==> src/rtl/arbiter_response_sampler_if.sv <==
// Interface between the arbiter PUF response sampler and the logic around it.
// It carries the request/response handshake and the two PDL chain connections.
interface arbiter_response_sampler_if #(
   parameter int CHAL_W = 64
);
   logic              start;
   logic [CHAL_W-1:0] challenge_top;
   logic [CHAL_W-1:0] challenge_btm;
   logic [CHAL_W-1:0] sel_top;
   logic [CHAL_W-1:0] sel_btm;
   logic              race_launch;
   logic              arb_out;
   logic              busy;
   logic              resp;
   logic              stable;
   logic              resp_valid;
   logic              resp_ready;

   // Requester / environment side: drives challenges, handshake and arbiter output.
   modport master (
      output start, challenge_top, challenge_btm, arb_out, resp_ready,
      input  sel_top, sel_btm, race_launch, busy, resp, stable, resp_valid
   );

   // Sampler side.
   modport slave (
      input  start, challenge_top, challenge_btm, arb_out, resp_ready,
      output sel_top, sel_btm, race_launch, busy, resp, stable, resp_valid
   );
endinterface

==> src/rtl/arbiter_response_sampler.sv <==
// Arbiter PUF response sampler.
// It latches a challenge onto the two PDL chains and launches VOTES races.
// Each race has a settle phase and a relax phase. The arbiter output is
// sampled through a two-flop synchronizer, and the votes are reduced to a
// majority response plus a flag that says all votes agreed.
module arbiter_response_sampler #(
   parameter int CHAL_W        = 64,
   parameter int SETTLE_CYCLES = 8,
   parameter int VOTES         = 7
) (
   input logic                        clk,
   input logic                        reset,
   arbiter_response_sampler_if.slave  bus
);

   localparam logic [7:0] SETTLE_LAST = 8'(SETTLE_CYCLES - 1);
   localparam logic [7:0] VOTES_L     = 8'(VOTES);
   localparam logic [7:0] HALF_VOTES  = 8'(VOTES / 2);

   typedef enum logic [2:0] {
      IDLE,
      LOAD,
      LAUNCH,
      SETTLE,
      SAMPLE,
      RELAX,
      DONE
   } state_t;

   state_t            state_q,  state_d;
   logic [CHAL_W-1:0] sel_top_q, sel_top_d;
   logic [CHAL_W-1:0] sel_btm_q, sel_btm_d;
   logic              race_q,   race_d;
   logic              busy_q,   busy_d;
   logic              resp_q,   resp_d;
   logic              stable_q, stable_d;
   logic              valid_q,  valid_d;
   logic [7:0]        timer_q,  timer_d;
   logic [7:0]        vote_q,   vote_d;
   logic [7:0]        ones_q,   ones_d;
   logic              sync1_q,  sync1_d;
   logic              sync2_q,  sync2_d;

   // Next-state and next-output computation for the race sequencer.
   always_comb begin
      // NOTE: every signal gets a default here, so no path through the case leaves it unassigned and no latch is inferred.
      state_d   = state_q;
      sel_top_d = sel_top_q;
      sel_btm_d = sel_btm_q;
      race_d    = race_q;
      resp_d    = resp_q;
      stable_d  = stable_q;
      valid_d   = valid_q;
      timer_d   = timer_q;
      vote_d    = vote_q;
      ones_d    = ones_q;
      // arb_out is asynchronous to clk; only sync2 is used by the logic.
      sync1_d   = bus.arb_out;
      sync2_d   = sync1_q;

      unique case (state_q)
         IDLE: begin
            if (bus.start) begin
               sel_top_d = bus.challenge_top;
               sel_btm_d = bus.challenge_btm;
               vote_d    = '0;
               ones_d    = '0;
               state_d   = LOAD;
            end
         end
         LOAD: begin
            // The selects have one cycle to settle before the edge is launched.
            race_d  = 1'b0;
            state_d = LAUNCH;
         end
         LAUNCH: begin
            race_d  = 1'b1;
            timer_d = '0;
            state_d = SETTLE;
         end
         SETTLE: begin
            if (timer_q == SETTLE_LAST) begin
               state_d = SAMPLE;
            end else begin
               timer_d = timer_q + 8'd1;
            end
         end
         SAMPLE: begin
            ones_d  = ones_q + 8'(sync2_q);
            vote_d  = vote_q + 8'd1;
            race_d  = 1'b0;
            timer_d = '0;
            state_d = RELAX;
         end
         RELAX: begin
            if (timer_q == SETTLE_LAST) begin
               if (vote_q < VOTES_L) begin
                  state_d = LAUNCH;
               end else begin
                  resp_d   = (ones_q > HALF_VOTES);
                  stable_d = (ones_q == 8'd0) || (ones_q == VOTES_L);
                  valid_d  = 1'b1;
                  state_d  = DONE;
               end
            end else begin
               timer_d = timer_q + 8'd1;
            end
         end
         DONE: begin
            // start is deliberately ignored here, including on the exit edge.
            if (bus.resp_ready) begin
               valid_d = 1'b0;
               state_d = IDLE;
            end
         end
         default: begin
            state_d = IDLE;
         end
      endcase

      busy_d = (state_d != IDLE);
   end

   // State and registered outputs; reset wins over every input, mid-race included.
   always_ff @(posedge clk) begin
      if (reset) begin
         // NOTE: sequential state uses non-blocking assignment so all flops update together from pre-edge values.
         state_q   <= IDLE;
         sel_top_q <= '0;
         sel_btm_q <= '0;
         race_q    <= 1'b0;
         busy_q    <= 1'b0;
         resp_q    <= 1'b0;
         stable_q  <= 1'b0;
         valid_q   <= 1'b0;
         timer_q   <= '0;
         vote_q    <= '0;
         ones_q    <= '0;
         sync1_q   <= 1'b0;
         sync2_q   <= 1'b0;
      end else begin
         state_q   <= state_d;
         sel_top_q <= sel_top_d;
         sel_btm_q <= sel_btm_d;
         race_q    <= race_d;
         busy_q    <= busy_d;
         resp_q    <= resp_d;
         stable_q  <= stable_d;
         valid_q   <= valid_d;
         timer_q   <= timer_d;
         vote_q    <= vote_d;
         ones_q    <= ones_d;
         sync1_q   <= sync1_d;
         sync2_q   <= sync2_d;
      end
   end

   assign bus.sel_top     = sel_top_q;
   assign bus.sel_btm     = sel_btm_q;
   assign bus.race_launch = race_q;
   assign bus.busy        = busy_q;
   assign bus.resp        = resp_q;
   assign bus.stable      = stable_q;
   assign bus.resp_valid  = valid_q;

endmodule

==> src/flat_wrapper.sv <==
// flat-port wrapper written by rule: the top's interface ports become plain ports
module arbiter_response_sampler_flat 
#(
   parameter int CHAL_W        = 64,
   parameter int SETTLE_CYCLES = 8,
   parameter int VOTES         = 7
)
  (clk, reset, bus_start, bus_challenge_top, bus_challenge_btm, bus_arb_out, bus_resp_ready, bus_sel_top, bus_sel_btm, bus_race_launch, bus_busy, bus_resp, bus_stable, bus_resp_valid);
  arbiter_response_sampler_if #(.CHAL_W(CHAL_W)) bus_i ();
  input logic clk;
  input logic reset;
  input wire logic [$bits(bus_i.start)-1:0] bus_start;
  input wire logic [$bits(bus_i.challenge_top)-1:0] bus_challenge_top;
  input wire logic [$bits(bus_i.challenge_btm)-1:0] bus_challenge_btm;
  input wire logic [$bits(bus_i.arb_out)-1:0] bus_arb_out;
  input wire logic [$bits(bus_i.resp_ready)-1:0] bus_resp_ready;
  output wire logic [$bits(bus_i.sel_top)-1:0] bus_sel_top;
  output wire logic [$bits(bus_i.sel_btm)-1:0] bus_sel_btm;
  output wire logic [$bits(bus_i.race_launch)-1:0] bus_race_launch;
  output wire logic [$bits(bus_i.busy)-1:0] bus_busy;
  output wire logic [$bits(bus_i.resp)-1:0] bus_resp;
  output wire logic [$bits(bus_i.stable)-1:0] bus_stable;
  output wire logic [$bits(bus_i.resp_valid)-1:0] bus_resp_valid;
  assign bus_i.start = bus_start;
  assign bus_i.challenge_top = bus_challenge_top;
  assign bus_i.challenge_btm = bus_challenge_btm;
  assign bus_i.arb_out = bus_arb_out;
  assign bus_i.resp_ready = bus_resp_ready;
  assign bus_sel_top = bus_i.sel_top;
  assign bus_sel_btm = bus_i.sel_btm;
  assign bus_race_launch = bus_i.race_launch;
  assign bus_busy = bus_i.busy;
  assign bus_resp = bus_i.resp;
  assign bus_stable = bus_i.stable;
  assign bus_resp_valid = bus_i.resp_valid;
  arbiter_response_sampler #(.CHAL_W(CHAL_W), .SETTLE_CYCLES(SETTLE_CYCLES), .VOTES(VOTES)) u_core (.clk(clk), .reset(reset), .bus(bus_i));
endmodule
==> config.mk <==
export PLATFORM = sky130hd
export DESIGN_NAME = arbiter_response_sampler_flat
export DESIGN_NICKNAME = d
export VERILOG_FILES = /design/src/rtl/arbiter_response_sampler_if.sv /design/src/rtl/arbiter_response_sampler.sv /design/src/flat_wrapper.sv
export SDC_FILE = /design/constraint.sdc
export NUM_CORES = 1
export LEC_CHECK = 0
export ABC_CLOCK_PERIOD_IN_PS = 3120
export CAP_MARGIN = 20
export CORE_ASPECT_RATIO = 0.7
export CORE_MARGIN = 2
export CORE_UTILIZATION = 45
export DETAILED_ROUTE_END_ITERATION = 12
export PLACE_DENSITY = 0.85
export REMOVE_ABC_BUFFERS = 1
export SLEW_MARGIN = 25
export SYNTH_ARGS = -nofsm -noshare
export SYNTH_HDL_FRONTEND = slang
export SYNTH_SLANG_ARGS = --single-unit
export TNS_END_PERCENT = 1
==> constraint.sdc <==
create_clock -name clk -period 3.12 [get_ports clk]
set_clock_uncertainty 0.05 [all_clocks]
set_input_delay 0.468 -clock clk [delete_from_list [all_inputs] [get_ports clk]]
set_output_delay 0.468 -clock clk [all_outputs]
set_load 0.02 [all_outputs]
==> results.py <==
metrics = {
    "finish": {
        "ff_latch_area_um2": 3240,
        "final_util_pct": 71.1,
        "nFillCells": 1073,
        "area.growth.synth_to_final_pct": 54.4,
        "drive_above_1_share_pct": 5.26,
        "final_common_cell": "nand2_1",
        "multi_input_area_um2": 2570,
        "fin_nets": 1131,
        "final_cell_mix": "nand2_1, clkdlybuf4s50_1, dfxtp_1",
        "n_antenna_cell": 0,
    },
    "floorplan": {
        "core_um2": 13100,
        "die_h_um": 101,
        "dieArea_um2": 14400,
        "row_count": 35,
        "die_w_um": 143,
        "initial_core_util_pct": 46.1,
        "io_pins": 266,
    },
    "clock_network": {
        "cts.repair.resized": 0,
        "cts.hold.buffers_added": 0,
        "clk_latency_ns": 0.41,
        "cts_root_buf": "clkbuf_16",
        "cts_setup_buffers": 0,
        "clk_pin_slew_ns": 0.07,
        "htreeDepth": 4,
        "cts_tree": "yes",
        "clock-sinks": 162,
        "max-clock-path-buffers": 2,
        "cts_buffers": 17,
    },
    "setup_path": {
        "critPathLaunch": "u_core.state_q[0]",
        "cpPeakStageDelay_ns": 0.60,
        "r2r_start": "u_core.state_q[0]",
        "cp-start-kind": "flip-flop",
        "cp.required_ns": 3.36,
        "crit_chain": "buf_4 > or3b_1 > or4_4 > nand4b_1 > o31ai_2",
        "cp_slowest_cell": "or4_4",
        "crit_fanout": 12,
        "r2r_cells": 5,
        "criticalPathCategory": "reg -> reg",
        "cp.arrival_ns": 2.41,
        "r2r_end": "u_core.ones_q[7]",
        "crit_end": "u_core.ones_q[7]",
        "regToRegSetupSlack_ns": 0.95,
        "endpoint_kind": "flip-flop",
    },
    "power_and_ir_drop": {
        "pwr_density_cell_nw_per_um2": 560,
        "p_total_mw": 5.23,
        "p_leak_nw": 3.38,
        "vdd_drop_max_mv": 0.390,
    },
    "min_path": {
        "hp-class": "reg -> reg",
        "hp-start": "u_core.sync1_q",
    },
    "timing": {
        "setup-tns-final_ns": 0,
        "setup_viol": 0,
        "rsz0062_at_grt": "false",
        "setup_slack_ns": 0.949,
        "clock.fmax_mhz": 461,
        "fin_crit_sh_pct": 69.6,
        "period_needed_ns": 2.17,
        "hold_viol": 0,
        "slew_violations": 0,
        "worst_slew_pin_slew_ns": 0.643,
        "hold-worst-slack_ns": 0.392,
        "maxSlewHeadroom_pct": 57.1,
    },
    "synthesis": {
        "synth_top_cell_by_area": "dfxtp_1",
        "synth.top_cell.area_share_pct": 53.6,
        "ys_ff_latch": 162,
        "synth_warnings": 0,
        "synth_edf_count": 0,
        "synth_cells": 755,
        "synthFlopType": "dfxtp_1",
        "synth_area_leaders": "dfxtp_1, nand2_1, a21oi_1",
        "yosysSeqAreaShare_pct": 53.6,
        "ys_types": 45,
        "synth_area_per_cell_um2": 8.02,
        "synthArstFlopShare_pct": 0,
        "synth_area_um2": 6050,
    },
    "routing": {
        "via_per_inst": 5.11,
        "drcViolationCount": 0,
        "drtAntennaViolNets": 0,
        "num_vias": 5993,
        "detail_route.wl_per_cell_um": 14.8,
        "first_pass_iters": 6,
        "drtIter0Drc": 274,
        "finalWirelength_um": 17300,
    },
    "global_routing": {
        "grt_pass1_wl_um": 27000,
        "grt_use_total_pct": 23.2,
        "grt_pass1_vias": 5657,
        "grt_max_degree": 63,
        "antenna_found_initial": 0,
        "overflow": 0,
    },
    "placement": {
        "dp_slack_ns": 0.615,
        "hpwl_um": 12100,
        "port-buffer-count": 265,
        "gp_congestion": 0.754,
    },
    "status": {
        "outcome": "completed",
    },
    "run": {
        "drv_cap": 0,
    },
}
## worst max-delay path: cells and delay by family (launching register included)
| family | cells | cell delay, ns |
|---|---|---|
| buffers and inverters | 1 | 0.24 |
| AND/OR/NAND/NOR | 3 | 1.25 |
| flip-flops | 1 | 0.44 |
| AO/OA/AOI/OAI | 1 | 0.08 |
## through the flow
step	std cells	area (um^2)
global placement	1141	8780
detailed placement	1141	8780
floorplan	700	5810
global route	1173	9340
finish	1173	9340
CTS	1173	9340
## worst min-delay path by stage
stage | cells past startpoint | end | slack (ns)
floorplan | 1 | u_core.sync2_q | 0.36
global route | 2 | u_core.bus.sel_top[17] | 0.41
finish | 1 | u_core.sync2_q | 0.39
detailed placement | 1 | u_core.sync2_q | 0.38
CTS | 1 | u_core.sync2_q | 0.40
global placement | 1 | u_core.sync2_q | 0.38
## routing by layer
layer | vias to the layer above | share of wire [%] | GRT usage [%]
met3 | 14 | 8.2 | 8.08
met4 | 0 | 1.3 | 6.93
li1 | 3013 | - | -
met1 | 2776 | 43 | 28.3
met2 | 190 | 48 | 39.2
met5 | - | 0 | 0
## sequential cells by signal, indices dropped and copies added, names as in the netlist
signal / count
u_core.bus.sel_btm: 64
u_core.bus.sel_top: 64
u_core.ones_q: 8
u_core.timer_q: 8
u_core.vote_q: 8
u_core.state_q: 3
u_core.bus.busy: 1
u_core.bus.race_launch: 1
u_core.bus.resp: 1
u_core.bus.resp_valid: 1
u_core.bus.stable: 1
u_core.sync1_q: 1
u_core.sync2_q: 1
## cell usage after synthesis, drive strengths merged, types with 2 or more instances
cell type and count:
a211oi 6, a21oi 145, a22oi 3, a311oi 3, a31oi 6, and3 2, buf 18, clkbuf 37
dfxtp 162, ha 4, inv 2, nand2 271, nand2b 5, nand3 7, nand3b 3, nand4 5
nand4b 2, nor2 14, nor2b 2, nor3 5, nor4 2, o211ai 2, o21ai 13, o32ai 2
or2 4, or3 6, or4 7, or4b 2, xor2 3
## kinds of logic (layout without fill, tap and decap cells)
kind of cell | count (synthesis) | in the layout | share of synthesized area (%)
simple gates | 342 | 342 | 24.1
mux | 1 | 1 | 0.186
flops | 162 | 162 | 53.6
buf+inv | 57 | 309 | 4.11
compound gates | 185 | 185 | 16.6
fa+ha+maj | 4 | 4 | 0.827
xor+xnor | 4 | 4 | 0.579
## report_power, final
part	internal [mW]	total, mW	leakage (nW)	switching, mW
combinational	0.465	0.975	1.78	0.510
sequential	2.20	2.28	1.32	0.0754
clock	1.08	1.98	0.277	0.903
total	3.74	5.23	3.38	1.49
## layout make-up
cell class | count | share of cell area, %
Clock buffer | 19 | 4.74
Clock inverter | 13 | 1.27
Inverter | 2 | 0.0804
Multi-Input combinational cell | 536 | 27.5
Sequential cell | 162 | 34.7
Tap cell | 166 | 2.22
Timing Repair Buffer | 275 | 29.4
(Power assumes the default switching activity.)
